## src/rtl/mc_pkg.sv

```systemverilog
// mc_pkg: shared definitions for the LEGv8 multi-cycle control unit.
//   - state_e   : FSM state encoding (also driven on the debug "state" output)
//   - opcode patterns and don't-care masks for instr[10:0]
//   - AluControl codes, pcSrc encoding, exc_cause encoding
//   - iclass_e  : instruction class produced by mc_opdec
//   - op_match  : masked opcode compare helper
package mc_pkg;

   typedef enum logic [2:0] {
      ST_FETCH  = 3'd0,
      ST_DECODE = 3'd1,
      ST_EXEC   = 3'd2,
      ST_MEM    = 3'd3,
      ST_WB     = 3'd4,
      ST_EXC    = 3'd5
   } state_e;

   typedef enum logic [2:0] {
      CLS_R       = 3'd0,
      CLS_LDUR    = 3'd1,
      CLS_STUR    = 3'd2,
      CLS_CBZ     = 3'd3,
      CLS_CBNZ    = 3'd4,
      CLS_B       = 3'd5,
      CLS_ILLEGAL = 3'd6
   } iclass_e;

   // Opcode patterns; the masks select the bits that are significant.
   localparam logic [10:0] OP_ADD    = 11'b10001011000;
   localparam logic [10:0] OP_SUB    = 11'b11001011000;
   localparam logic [10:0] OP_AND    = 11'b10001010000;
   localparam logic [10:0] OP_ORR    = 11'b10101010000;
   localparam logic [10:0] OP_LDUR   = 11'b11111000010;
   localparam logic [10:0] OP_STUR   = 11'b11111000000;
   localparam logic [10:0] OP_CBZ    = 11'b10110100000;
   localparam logic [10:0] OP_CBNZ   = 11'b10110101000;
   localparam logic [10:0] OP_B      = 11'b00010100000;
   localparam logic [10:0] MASK_FULL = 11'b11111111111;
   localparam logic [10:0] MASK_CB   = 11'b11111111000;
   localparam logic [10:0] MASK_B    = 11'b11111100000;

   localparam logic [3:0] ALU_AND   = 4'b0000;
   localparam logic [3:0] ALU_ORR   = 4'b0001;
   localparam logic [3:0] ALU_ADD   = 4'b0010;
   localparam logic [3:0] ALU_SUB   = 4'b0110;
   localparam logic [3:0] ALU_PASSB = 4'b0111;

   localparam logic [1:0] PC_SRC_SEQ = 2'b00;
   localparam logic [1:0] PC_SRC_BR  = 2'b01;
   localparam logic [1:0] PC_SRC_EXC = 2'b10;

   localparam logic [1:0] CAUSE_NONE    = 2'b00;
   localparam logic [1:0] CAUSE_ILLEGAL = 2'b01;
   localparam logic [1:0] CAUSE_IMEM_TO = 2'b10;
   localparam logic [1:0] CAUSE_DMEM_TO = 2'b11;

   function automatic logic op_match(input logic [10:0] op,
                                     input logic [10:0] pat,
                                     input logic [10:0] mask);
      return ((op ^ pat) & mask) == 11'd0;
   endfunction

endpackage

```

## src/rtl/mc_if.sv

```systemverilog
// mc_if: bundle between the control unit and the datapath / memories.
//   Parameter OPW : opcode field width (IR[31:21]).
//   master modport: the control unit (takes instr/zero/readies, drives controls).
//   slave  modport: the datapath side.
//
// Handshake: imem_req, memRead and memWrite are requests. Once raised, a
// request stays high on every cycle until the matching ready (imem_ready or
// dmem_ready) is sampled high on a rising clock edge; the transfer completes
// on that edge and the request drops in the following cycle. Ready seen while
// no request is up is ignored.
interface mc_if #(
   parameter int OPW = 11
);
   logic [OPW-1:0] instr;
   logic           zero;
   logic           imem_ready;
   logic           dmem_ready;
   logic           imem_req;
   logic           irWrite;
   logic           pcWrite;
   logic [1:0]     pcSrc;
   logic           reg2loc;
   logic           AluSrc;
   logic           memtoReg;
   logic           regWrite;
   logic           memRead;
   logic           memWrite;
   logic [3:0]     AluControl;
   logic [2:0]     state;
   logic           exc;
   logic [1:0]     exc_cause;

   modport master (
      input  instr, zero, imem_ready, dmem_ready,
      output imem_req, irWrite, pcWrite, pcSrc, reg2loc, AluSrc, memtoReg,
             regWrite, memRead, memWrite, AluControl, state, exc, exc_cause
   );

   modport slave (
      output instr, zero, imem_ready, dmem_ready,
      input  imem_req, irWrite, pcWrite, pcSrc, reg2loc, AluSrc, memtoReg,
             regWrite, memRead, memWrite, AluControl, state, exc, exc_cause
   );
endinterface

```

## src/rtl/mc_opdec.sv

```systemverilog
// mc_opdec: combinational opcode classifier.
//   instr    in  11  opcode field
//   iclass   out     instruction class (CLS_ILLEGAL when nothing matches)
//   alu_ctrl out 4   ALU operation for the EXEC step of that class
module mc_opdec
   import mc_pkg::*;
(
   input  logic [10:0] instr,
   output iclass_e     iclass,
   output logic [3:0]  alu_ctrl
);

   always_comb begin
      iclass   = CLS_ILLEGAL;
      alu_ctrl = ALU_AND;
      if (op_match(instr, OP_ADD, MASK_FULL)) begin
         iclass   = CLS_R;
         alu_ctrl = ALU_ADD;
      end else if (op_match(instr, OP_SUB, MASK_FULL)) begin
         iclass   = CLS_R;
         alu_ctrl = ALU_SUB;
      end else if (op_match(instr, OP_AND, MASK_FULL)) begin
         iclass   = CLS_R;
         alu_ctrl = ALU_AND;
      end else if (op_match(instr, OP_ORR, MASK_FULL)) begin
         iclass   = CLS_R;
         alu_ctrl = ALU_ORR;
      end else if (op_match(instr, OP_LDUR, MASK_FULL)) begin
         iclass   = CLS_LDUR;
         alu_ctrl = ALU_ADD;
      end else if (op_match(instr, OP_STUR, MASK_FULL)) begin
         iclass   = CLS_STUR;
         alu_ctrl = ALU_ADD;
      end else if (op_match(instr, OP_CBZ, MASK_CB)) begin
         iclass   = CLS_CBZ;
         alu_ctrl = ALU_PASSB;
      end else if (op_match(instr, OP_CBNZ, MASK_CB)) begin
         iclass   = CLS_CBNZ;
         alu_ctrl = ALU_PASSB;
      end else if (op_match(instr, OP_B, MASK_B)) begin
         iclass   = CLS_B;
         alu_ctrl = ALU_AND;
      end
   end

endmodule

```

## src/rtl/multicycle_controller.sv

```systemverilog
// multicycle_controller: LEGv8 multi-cycle control unit.
// Sequences FETCH/DECODE/EXEC/MEM/WB and drives every datapath mux/enable.
//   Parameter TIMEOUT : memory wait limit in cycles (>= 2)
//   clk   in  rising-edge clock
//   reset in  asynchronous, active-low reset
//   bus   mc_if.master: instr/zero/imem_ready/dmem_ready in; all controls,
//         debug state, exc and exc_cause out
// Build option: define MC_EXCEPTION_EN to enable the EXC state (illegal
// opcode and memory timeout faults). Without it an illegal opcode is a NOP,
// memory waits are unbounded, exc=0 and exc_cause=00.
module multicycle_controller
   import mc_pkg::*;
#(
   parameter int TIMEOUT = 16
) (
   input logic  clk,
   input logic  reset,
   mc_if.master bus
);

   localparam int CW = (TIMEOUT > 2) ? $clog2(TIMEOUT) : 1;
   localparam logic [CW-1:0] CNT_LAST = CW'(TIMEOUT - 1);

   state_e        state_q, state_d;
   logic [CW-1:0] cnt_q, cnt_d;
   logic [1:0]    cause_q, cause_d;

   iclass_e       iclass;
   logic [3:0]    alu_dec;
   logic          cnt_done;

   logic          imem_req, ir_write, pc_write, reg2loc, alu_src;
   logic          memto_reg, reg_write, mem_read, mem_write, exc;
   logic [1:0]    pc_src;
   logic [3:0]    alu_ctrl;

   mc_opdec u_opdec (
      .instr    (bus.instr),
      .iclass   (iclass),
      .alu_ctrl (alu_dec)
   );

   assign cnt_done = (cnt_q == CNT_LAST);

   // Next-state logic
   always_comb begin
      state_d = state_q;
      cause_d = cause_q;
      case (state_q)
         ST_FETCH: begin
            if (bus.imem_ready) begin
               state_d = ST_DECODE;
            end
`ifdef MC_EXCEPTION_EN
            else if (cnt_done) begin
               state_d = ST_EXC;
               cause_d = CAUSE_IMEM_TO;
            end
`endif
         end
         ST_DECODE: begin
            if (iclass == CLS_ILLEGAL) begin
`ifdef MC_EXCEPTION_EN
               state_d = ST_EXC;
               cause_d = CAUSE_ILLEGAL;
`else
               state_d = ST_FETCH;
`endif
            end else begin
               state_d = ST_EXEC;
            end
         end
         ST_EXEC: begin
            case (iclass)
               CLS_R:              state_d = ST_WB;
               CLS_LDUR, CLS_STUR: state_d = ST_MEM;
               default:            state_d = ST_FETCH;
            endcase
         end
         ST_MEM: begin
            if (bus.dmem_ready) begin
               state_d = (iclass == CLS_LDUR) ? ST_WB : ST_FETCH;
            end
`ifdef MC_EXCEPTION_EN
            else if (cnt_done) begin
               state_d = ST_EXC;
               cause_d = CAUSE_DMEM_TO;
            end
`endif
         end
         ST_WB:   state_d = ST_FETCH;
         default: state_d = ST_FETCH;
      endcase
   end

   // Wait counter: zero whenever we are not lingering in FETCH/MEM, so each
   // entry into a wait state starts from 0. It saturates at TIMEOUT-1, which
   // is what keeps the macro-off build waiting forever without wrapping.
   always_comb begin
      cnt_d = '0;
      if ((state_q == ST_FETCH || state_q == ST_MEM) && state_d == state_q) begin
         cnt_d = cnt_done ? cnt_q : cnt_q + 1'b1;
      end
   end

   always_ff @(posedge clk or negedge reset) begin
      if (!reset) begin
         state_q <= ST_FETCH;
         cnt_q   <= '0;
         cause_q <= CAUSE_NONE;
      end else begin
         state_q <= state_d;
         cnt_q   <= cnt_d;
         cause_q <= cause_d;
      end
   end

   // Output decode from state and instr; zero only affects pcWrite in EXEC.
   always_comb begin
      imem_req  = 1'b0;
      ir_write  = 1'b0;
      pc_write  = 1'b0;
      pc_src    = PC_SRC_SEQ;
      reg2loc   = 1'b0;
      alu_src   = 1'b0;
      memto_reg = 1'b0;
      reg_write = 1'b0;
      mem_read  = 1'b0;
      mem_write = 1'b0;
      alu_ctrl  = ALU_AND;
      exc       = 1'b0;
      case (state_q)
         ST_FETCH: begin
            imem_req = 1'b1;
            // Held in reset the FSM sits in FETCH; keep the loads off there.
            if (bus.imem_ready && reset) begin
               ir_write = 1'b1;
               pc_write = 1'b1;
            end
         end
         ST_EXEC: begin
            alu_ctrl = alu_dec;
            case (iclass)
               CLS_LDUR, CLS_STUR: alu_src = 1'b1;
               CLS_CBZ: begin
                  reg2loc  = 1'b1;
                  pc_src   = PC_SRC_BR;
                  pc_write = bus.zero;
               end
               CLS_CBNZ: begin
                  reg2loc  = 1'b1;
                  pc_src   = PC_SRC_BR;
                  pc_write = !bus.zero;
               end
               CLS_B: begin
                  pc_src   = PC_SRC_BR;
                  pc_write = 1'b1;
               end
               default: ;
            endcase
         end
         ST_MEM: begin
            mem_read  = (iclass == CLS_LDUR);
            mem_write = (iclass == CLS_STUR);
         end
         ST_WB: begin
            reg_write = 1'b1;
            memto_reg = (iclass == CLS_LDUR);
         end
`ifdef MC_EXCEPTION_EN
         ST_EXC: begin
            pc_write = 1'b1;
            pc_src   = PC_SRC_EXC;
            exc      = 1'b1;
         end
`endif
         default: ;
      endcase
   end

   assign bus.imem_req   = imem_req;
   assign bus.irWrite    = ir_write;
   assign bus.pcWrite    = pc_write;
   assign bus.pcSrc      = pc_src;
   assign bus.reg2loc    = reg2loc;
   assign bus.AluSrc     = alu_src;
   assign bus.memtoReg   = memto_reg;
   assign bus.regWrite   = reg_write;
   assign bus.memRead    = mem_read;
   assign bus.memWrite   = mem_write;
   assign bus.AluControl = alu_ctrl;
   assign bus.state      = state_q;
   assign bus.exc        = exc;
   assign bus.exc_cause  = cause_q;

endmodule

```

## src/flat_wrapper.sv

```systemverilog
// flat-port wrapper written by rule: the top's interface ports become plain ports
module multicycle_controller_flat import mc_pkg::*;
#(
   parameter int TIMEOUT = 16
)
  (clk, reset, bus_instr, bus_zero, bus_imem_ready, bus_dmem_ready, bus_imem_req, bus_irWrite, bus_pcWrite, bus_pcSrc, bus_reg2loc, bus_AluSrc, bus_memtoReg, bus_regWrite, bus_memRead, bus_memWrite, bus_AluControl, bus_state, bus_exc, bus_exc_cause);
  mc_if #(.OPW(11)) bus_i ();
  input logic clk;
  input logic reset;
  input wire logic [$bits(bus_i.instr)-1:0] bus_instr;
  input wire logic [$bits(bus_i.zero)-1:0] bus_zero;
  input wire logic [$bits(bus_i.imem_ready)-1:0] bus_imem_ready;
  input wire logic [$bits(bus_i.dmem_ready)-1:0] bus_dmem_ready;
  output wire logic [$bits(bus_i.imem_req)-1:0] bus_imem_req;
  output wire logic [$bits(bus_i.irWrite)-1:0] bus_irWrite;
  output wire logic [$bits(bus_i.pcWrite)-1:0] bus_pcWrite;
  output wire logic [$bits(bus_i.pcSrc)-1:0] bus_pcSrc;
  output wire logic [$bits(bus_i.reg2loc)-1:0] bus_reg2loc;
  output wire logic [$bits(bus_i.AluSrc)-1:0] bus_AluSrc;
  output wire logic [$bits(bus_i.memtoReg)-1:0] bus_memtoReg;
  output wire logic [$bits(bus_i.regWrite)-1:0] bus_regWrite;
  output wire logic [$bits(bus_i.memRead)-1:0] bus_memRead;
  output wire logic [$bits(bus_i.memWrite)-1:0] bus_memWrite;
  output wire logic [$bits(bus_i.AluControl)-1:0] bus_AluControl;
  output wire logic [$bits(bus_i.state)-1:0] bus_state;
  output wire logic [$bits(bus_i.exc)-1:0] bus_exc;
  output wire logic [$bits(bus_i.exc_cause)-1:0] bus_exc_cause;
  assign bus_i.instr = bus_instr;
  assign bus_i.zero = bus_zero;
  assign bus_i.imem_ready = bus_imem_ready;
  assign bus_i.dmem_ready = bus_dmem_ready;
  assign bus_imem_req = bus_i.imem_req;
  assign bus_irWrite = bus_i.irWrite;
  assign bus_pcWrite = bus_i.pcWrite;
  assign bus_pcSrc = bus_i.pcSrc;
  assign bus_reg2loc = bus_i.reg2loc;
  assign bus_AluSrc = bus_i.AluSrc;
  assign bus_memtoReg = bus_i.memtoReg;
  assign bus_regWrite = bus_i.regWrite;
  assign bus_memRead = bus_i.memRead;
  assign bus_memWrite = bus_i.memWrite;
  assign bus_AluControl = bus_i.AluControl;
  assign bus_state = bus_i.state;
  assign bus_exc = bus_i.exc;
  assign bus_exc_cause = bus_i.exc_cause;
  multicycle_controller #(.TIMEOUT(TIMEOUT)) u_core (.clk(clk), .reset(reset), .bus(bus_i));
endmodule
```

## config.mk

```make
export PLATFORM = sky130hd
export DESIGN_NAME = multicycle_controller_flat
export DESIGN_NICKNAME = d
export VERILOG_FILES = /design/src/rtl/mc_pkg.sv /design/src/rtl/mc_if.sv /design/src/rtl/mc_opdec.sv /design/src/rtl/multicycle_controller.sv /design/src/flat_wrapper.sv
export SDC_FILE = /design/constraint.sdc
export NUM_CORES = 1
export LEC_CHECK = 0
export CAP_MARGIN = 5
export CORE_MARGIN = 3
export CORE_UTILIZATION = 37
export DETAILED_ROUTE_END_ITERATION = 16
export GPL_TIMING_DRIVEN = 0
export PLACE_DENSITY_LB_ADDON = 0.12
export REMOVE_ABC_BUFFERS = 1
export SLEW_MARGIN = 30
export SYNTH_ARGS = -nofsm -noshare
export SYNTH_HDL_FRONTEND = slang
export SYNTH_SLANG_ARGS = --single-unit
```

## constraint.sdc

```tcl
create_clock -name clk -period 4.6 [get_ports clk]
set_clock_uncertainty 0.2 [all_clocks]
set_input_delay 0.92 -clock clk [delete_from_list [all_inputs] [get_ports clk]]
set_output_delay 0.92 -clock clk [all_outputs]
set_load 0.02 [all_outputs]
```

==> results of run 1 <==
cell families (layout without fill, tap and decap cells):
group                  after synthesis  count (layout)  share of synthesized area (%)
AND/OR/NAND/NOR                     39              39                           49.4
AO/OA/AOI/OAI                       13              13                           16.5
buffers and inverters               12              37                           13.9
flip-flops                           3               3                           13.9
multiplexers                         2               2                           3.94
other                                1               5                          0.695
XOR/XNOR                             1               1                           1.62
metal layers:
layer,part of all wire [%],global-route usage [%],wire (um),vias up
met5,0,0,0,-
met4,0,3.61,0,0
met3,11,5.69,167,0
met2,46,27.3,718,38
met1,43,24.0,670,305
li1,-,-,-,313
final timing paths:
path | from | endpoint | slack, ns | cells after the start
worst max-delay path | bus_instr[10] | bus_AluControl[2] | 0.32 | 6
max in group asynchronous | reset | u_core.bus.state[0] | 3.37 | 1
worst max register to register | u_core.bus.state[1] | u_core.bus.state[2] | 2.81 | 4
worst min-delay path | u_core.bus.state[0] | u_core.bus.state[0] | 0.44 | 1
min in group asynchronous | reset | u_core.bus.state[2] | 0.67 | 1
worst min register to register | u_core.bus.state[0] | u_core.bus.state[0] | 0.44 | 1
worst register-to-register path: stages, from the launching register on:
cell                      delay [ns]
sky130_fd_sc_hd__dfrtp_1        0.48
sky130_fd_sc_hd__inv_1          0.11
sky130_fd_sc_hd__or3_1          0.46
sky130_fd_sc_hd__nor4_1         0.32
sky130_fd_sc_hd__o21a_1         0.16
cell usage in the layout, fill, tap and decap left out:
cell type / synthesis / layout
sky130_fd_sc_hd__nor3b_1: 1 / 1
sky130_fd_sc_hd__nor4_4: 1 / 1
sky130_fd_sc_hd__and3_1: 4 / 4
sky130_fd_sc_hd__conb_1: 1 / 5
sky130_fd_sc_hd__or2_1: 1 / 1
sky130_fd_sc_hd__nand3b_1: 2 / 2
sky130_fd_sc_hd__inv_1: 2 / 2
sky130_fd_sc_hd__nor2_1: 8 / 8
sky130_fd_sc_hd__o21a_1: 1 / 1
sky130_fd_sc_hd__and3b_1: 1 / 1
sky130_fd_sc_hd__a21oi_1: 6 / 6
sky130_fd_sc_hd__clkbuf_1: 3 / 1
sky130_fd_sc_hd__mux2_2: 1 / 1
sky130_fd_sc_hd__nand3_1: 1 / 1
sky130_fd_sc_hd__xor2_1: 1 / 1
sky130_fd_sc_hd__dfrtp_1: 3 / 3
sky130_fd_sc_hd__o31ai_2: 2 / 2
sky130_fd_sc_hd__or4bb_1: 2 / 2
sky130_fd_sc_hd__nand4b_1: 2 / 2
sky130_fd_sc_hd__or3_1: 2 / 2
sky130_fd_sc_hd__nor3_1: 3 / 3
sky130_fd_sc_hd__o21bai_1: 1 / 1
sky130_fd_sc_hd__clkdlybuf4s50_1: 0 / 31
sky130_fd_sc_hd__nand2b_1: 1 / 1
sky130_fd_sc_hd__nor4_2: 1 / 1
sky130_fd_sc_hd__o21ai_0: 1 / 1
sky130_fd_sc_hd__nor4_1: 3 / 3
sky130_fd_sc_hd__clkbuf_4: 0 / 3
sky130_fd_sc_hd__or2_2: 2 / 2
sky130_fd_sc_hd__a211oi_1: 1 / 1
sky130_fd_sc_hd__a31oi_1: 1 / 1
sky130_fd_sc_hd__or4b_4: 1 / 1
sky130_fd_sc_hd__nand2_1: 2 / 2
sky130_fd_sc_hd__mux2i_1: 1 / 1
sky130_fd_sc_hd__or3b_2: 1 / 1
synth_stat cells (all sizes together) (2+ instances only):
library cell / n
or4bb: 2
nor3: 3
o31ai: 2
dfrtp: 3
nor4: 5
or2: 3
nand3b: 2
inv: 2
a21oi: 6
nand4b: 2
or3: 2
clkbuf: 3
and3: 4
nand2: 2
nor2: 8
buf: 7
layout make-up:
type                    instances  area, sq um  area share, %
multi-input cells              60          404           48.0
repair buffers                 31          310           36.8
flip-flops and latches          3         75.1           8.92
clock buffers                   4         26.3           3.12
well taps                      15         18.8           2.23
inverters                       2         7.51          0.892
per-stage QoR:
stage / setup slack [ns] / hold WS, ns / std cells / total power, uW / cell area, sq um
3_5_place_dp: 0.347 / 0.436 / 111 / 73.3 / 816
4_1_cts: 0.332 / 0.445 / 115 / 123 / 842
5_1_grt: 0.194 / 0.502 / 115 / 130 / 842
2_1_floorplan: 1.11 / 0.424 / 65 / 48.7 / 487
6_report: 0.317 / 0.440 / 115 / 121 / 842
3_3_place_gp: 0.374 / 0.436 / 111 / 72.6 / 816
power groups by stage:
stage          logic [uW]  clock network (uW)  registers (uW)
3_5_place_dp         43.8                   0            29.5
4_1_cts              44.0                49.8            29.2
2_1_floorplan        18.6                   0            30.2
6_report             43.8                48.3            29.2
3_3_place_gp         43.0                   0            29.6
5_1_grt              46.9                53.2            29.7
==> reports/results.ini, run 1 <==
[power_and_ir_drop]
power.sequential.fraction_pct=24.1
switching_share_pct=32.0
p_leak_uw=0.000305
cell_internal_pwr_uw=82.5
comb_power_share_pct=36.1
power.ir.vdd_worst_mv=0.180
power_density_nw_per_um2=144
power_switching_uw=38.8
clock_power_share_pct=39.8

[cells_and_area]
final_nets=117
postLayoutCoreUtil_pct=63.1
filler_cell_count=135
flow.area_growth_from_synthesis_pct=56.1
max_ffs_per_register=3
antennaDiodeCount=0
proportion_of_layout_cells_with_a_drive_suffix_above_1_pct=12.0

[clocking]
cts_htree_levels=1
sink_count_of_the_clock_tree=3
post_cts.resized_instances=0
cts_tree=done
clock_tree.buffer_depth=2
cts_root_buffer=sky130_fd_sc_hd__clkbuf_4
cts.repair_timing.setup_buffer_count=0
post_cts_hold_buffer_count=0
cts_made_buffers=3
clk_transition_reported_paths_ns=0.04
worst_skew_pair.late_latency_ns=0.24

[floorplanning]
die-area_sq_um=1950
starting_density_of_the_core_pct=40.4
floorplan.die.width_um=44.2
placeable_core_region_sq_um=1330
die_height_um=44.2
placementRows=13
design.portCount=37

[setup_path]
timing.setup.critical_path_class=in -> out
worstPathArrival_ns=3.16
critical_path.startpoint_type=primary input
max_stage_delay_ns=0.61
cp_endpoint_kind=output port
cp_num_buf_inv=2
critical_path.cell_chain=clkdlybuf4s50_1 -> or4bb_1 -> nor2_1 -> nand4b_1 -> a21oi_1 -> clkdlybuf4s50_1
critical_path_fanouts_max=6
critical_path_required_ns=3.48
worst_path_dominant_cell_family=buffers and inverters
worst_path_most_repeated_cell=sky130_fd_sc_hd__clkdlybuf4s50_1
slowest_stage=sky130_fd_sc_hd__clkdlybuf4s50_1

[sta]
timing.fmax_mhz=233
post-route-min-period_ns=4.28
hold_violation_total_from_the_final_report=0
grt_setup_unrepaired=false
setup-violations-final=0
timing.final.crit_share_pct=93.1
totalNegativeSetupSlack_ns=0
final_max_tran_viols=0

[global_route]
first_global_vias=644
grt_first_pass_wirelength_mm=2.65
grt_max_degree=11
overflow=0
number_of_antenna_violations_at_the_first_check_in_global_routing=0
groute.usage.overall_pct=17.7

[logic_synthesis]
synth_top_cell_by_area=sky130_fd_sc_hd__dfrtp_1
yosys_warnings=0
synth_edf_count=0
synth_ff_type=sky130_fd_sc_hd__dfrtp_1
number_of_distinct_library_cells_after_synthesis=35
synthesis.area_sq_um=539
avgSynthCellArea_sq_um=7.60
synth_area_leaders=sky130_fd_sc_hd__dfrtp_1, sky130_fd_sc_hd__buf_4, sky130_fd_sc_hd__a21oi_1
postSynthRegisterBits=3
post-synth-top-area-fraction_pct=13.9
synth_seq_area_share_pct=13.9
async_reset_ff_share_pct=100
postSynthCellCount=71

[routing]
drt-wirelength-per-cell_um=13.5
final_antenna_net_count=0
wirelength_mm=1.56
avgViaCountPerCell=5.70
detail_route.first_pass.iterations=4
post-route-drc-count=0
dr_total_vias=656
number_of_drc_markers_in_iteration_0=5

[placement]
place.detailed.hpwl_mm=1.24
place_congestion=0.795
portBuffers=31

[hold_path]
min-delay-path-class=reg -> reg

[run]
count_of_max_cap_constraint_violations=0

[outcome]
run_status=finished clean

(Power assumes the default switching activity.)
==> inputs of run 2 (changes only) <==
Settings changed: GPL_TIMING_DRIVEN 0 to default.
==> reports/results.ini, run 2 (synthesized netlist as in run 1, its figures left out) <==
[cells_and_area]
most_common_cell_after_layout_fill_and_taps_aside=sky130_fd_sc_hd__clkdlybuf4s50_1
filler_cell_count=137
final-seq-area_sq_um=75.1
flow.area_growth_from_synthesis_pct=56.1
multi_input_comb_area_sq_um=404
mostFrequentLayoutCells=sky130_fd_sc_hd__clkdlybuf4s50_1, sky130_fd_sc_hd__nor2_1, sky130_fd_sc_hd__a21oi_1
final_nets=117
antennaDiodeCount=0
proportion_of_layout_cells_with_a_drive_suffix_above_1_pct=12.0
max_ffs_per_register=3

[floorplanning]
floorplan.die.width_um=44.2
placementRows=13
starting_density_of_the_core_pct=40.4
design.portCount=37
placeable_core_region_sq_um=1330
die_height_um=44.2
die-area_sq_um=1950

[clocking]
cts_tree=done
sink_count_of_the_clock_tree=3
cts_made_buffers=3
post_cts.resized_instances=0
clk_transition_reported_paths_ns=0.04
worst_skew_pair.late_latency_ns=0.23
cts_htree_levels=1
cts_root_buffer=sky130_fd_sc_hd__clkbuf_4
cts.repair_timing.setup_buffer_count=0
post_cts_hold_buffer_count=0
clock_tree.buffer_depth=2

[routing]
drt-wirelength-per-cell_um=13.1
avgViaCountPerCell=5.36
final_antenna_net_count=0
detail_route.first_pass.iterations=4
number_of_drc_markers_in_iteration_0=7
dr_total_vias=616
wirelength_mm=1.51
post-route-drc-count=0

[setup_path]
cp_endpoint_kind=output port
critical_path_fanouts_max=6
worst_r2r_path_depth=4
critical_path.startpoint_type=primary input
timing.rr.start=u_core.bus.state[1]
worstPathArrival_ns=3.14
worst_reg2reg_setup_slack_ns=2.80
worst_setup_path_startpoint=bus_instr[10]
timing.setup.critical_path_class=in -> out
timing.critical_path.to=bus_AluControl[2]
crit-reg2reg-capture=u_core.bus.state[2]
critical_path_required_ns=3.48

[global_route]
groute.usage.overall_pct=16.5
grt_max_degree=11
overflow=0
number_of_antenna_violations_at_the_first_check_in_global_routing=0
first_global_vias=562
grt_first_pass_wirelength_mm=2.53

[sta]
totalNegativeSetupSlack_ns=0
post-route-min-period_ns=4.26
timing.fmax_mhz=235
hold_violation_total_from_the_final_report=0
finalWorstSetupSlack_ns=0.344
grt_setup_unrepaired=false
final_max_tran_viols=0
timing.final.crit_share_pct=92.5
setup-violations-final=0

[placement]
portBuffers=31
place_congestion=0.790
place_worst_setup_slack_ns=0.360
place.detailed.hpwl_mm=1.18

[power_and_ir_drop]
power.ir.vdd_worst_mv=0.163
p_leak_uw=0.000305
power_density_nw_per_um2=141

[hold_path]
min-delay-path-class=reg -> reg

[outcome]
run_status=finished clean

[run]
count_of_max_cap_constraint_violations=0

## run 2: cell counts in the layout (fill, tap and decap cells not counted)
Identical to the previous run, type by type.
## run 2: area by class of cell
cell class                 instances  share of cell area, %
clock buffer                       4                   3.12
inverter                           2                  0.892
tap                               15                   2.23
timing repair buffer              31                   36.8
sequential                         3                   8.92
multi-input combinational         60                   48.0
## run 2: metrics by stage
step,instances,hold slack [ns],instance area (sq um),power [uW],utilization (%)
floorplan,65,0.424,487,48.7,-
global placement,111,0.443,816,72.5,61.2
detailed placement,111,0.434,816,73.0,61.2
CTS,115,0.442,842,120,63.1
global route,115,0.502,842,127,63.1
finish,115,0.437,842,119,63.1
## run 2: worst min path at each step
stage                                   start                   to  slack [ns]  cells after the start
after floorplan                         reset  u_core.bus.state[0]        0.42                      0
after global placement    u_core.bus.state[2]  u_core.bus.state[1]        0.44                      1
after detailed placement  u_core.bus.state[2]  u_core.bus.state[1]        0.43                      1
after CTS                 u_core.bus.state[2]  u_core.bus.state[1]        0.44                      1
after global routing      u_core.bus.state[0]  u_core.bus.state[0]        0.50                      1
final                     u_core.bus.state[2]  u_core.bus.state[1]        0.44                      1
## run 2: metal layers
metal | part of all wire, % | global-route usage (%)
met2 | 41 | 25.0
met3 | 9.3 | 2.44
met5 | 0 | 0
met4 | 0 | 1.81
met1 | 50 | 25.1
## run 2: worst max-delay path: stages
cell,delay (ns)
sky130_fd_sc_hd__clkdlybuf4s50_1,0.57
sky130_fd_sc_hd__or4bb_1,0.56
sky130_fd_sc_hd__nor2_1,0.19
sky130_fd_sc_hd__nand4b_1,0.12
sky130_fd_sc_hd__a21oi_1,0.16
sky130_fd_sc_hd__clkdlybuf4s50_1,0.62
## run 2: where the power goes
group          switching [uW]  internal, uW
Sequential               1.98          27.3
Clock                    13.0          32.5
Combinational            21.2          22.5
Total                    36.2          82.3
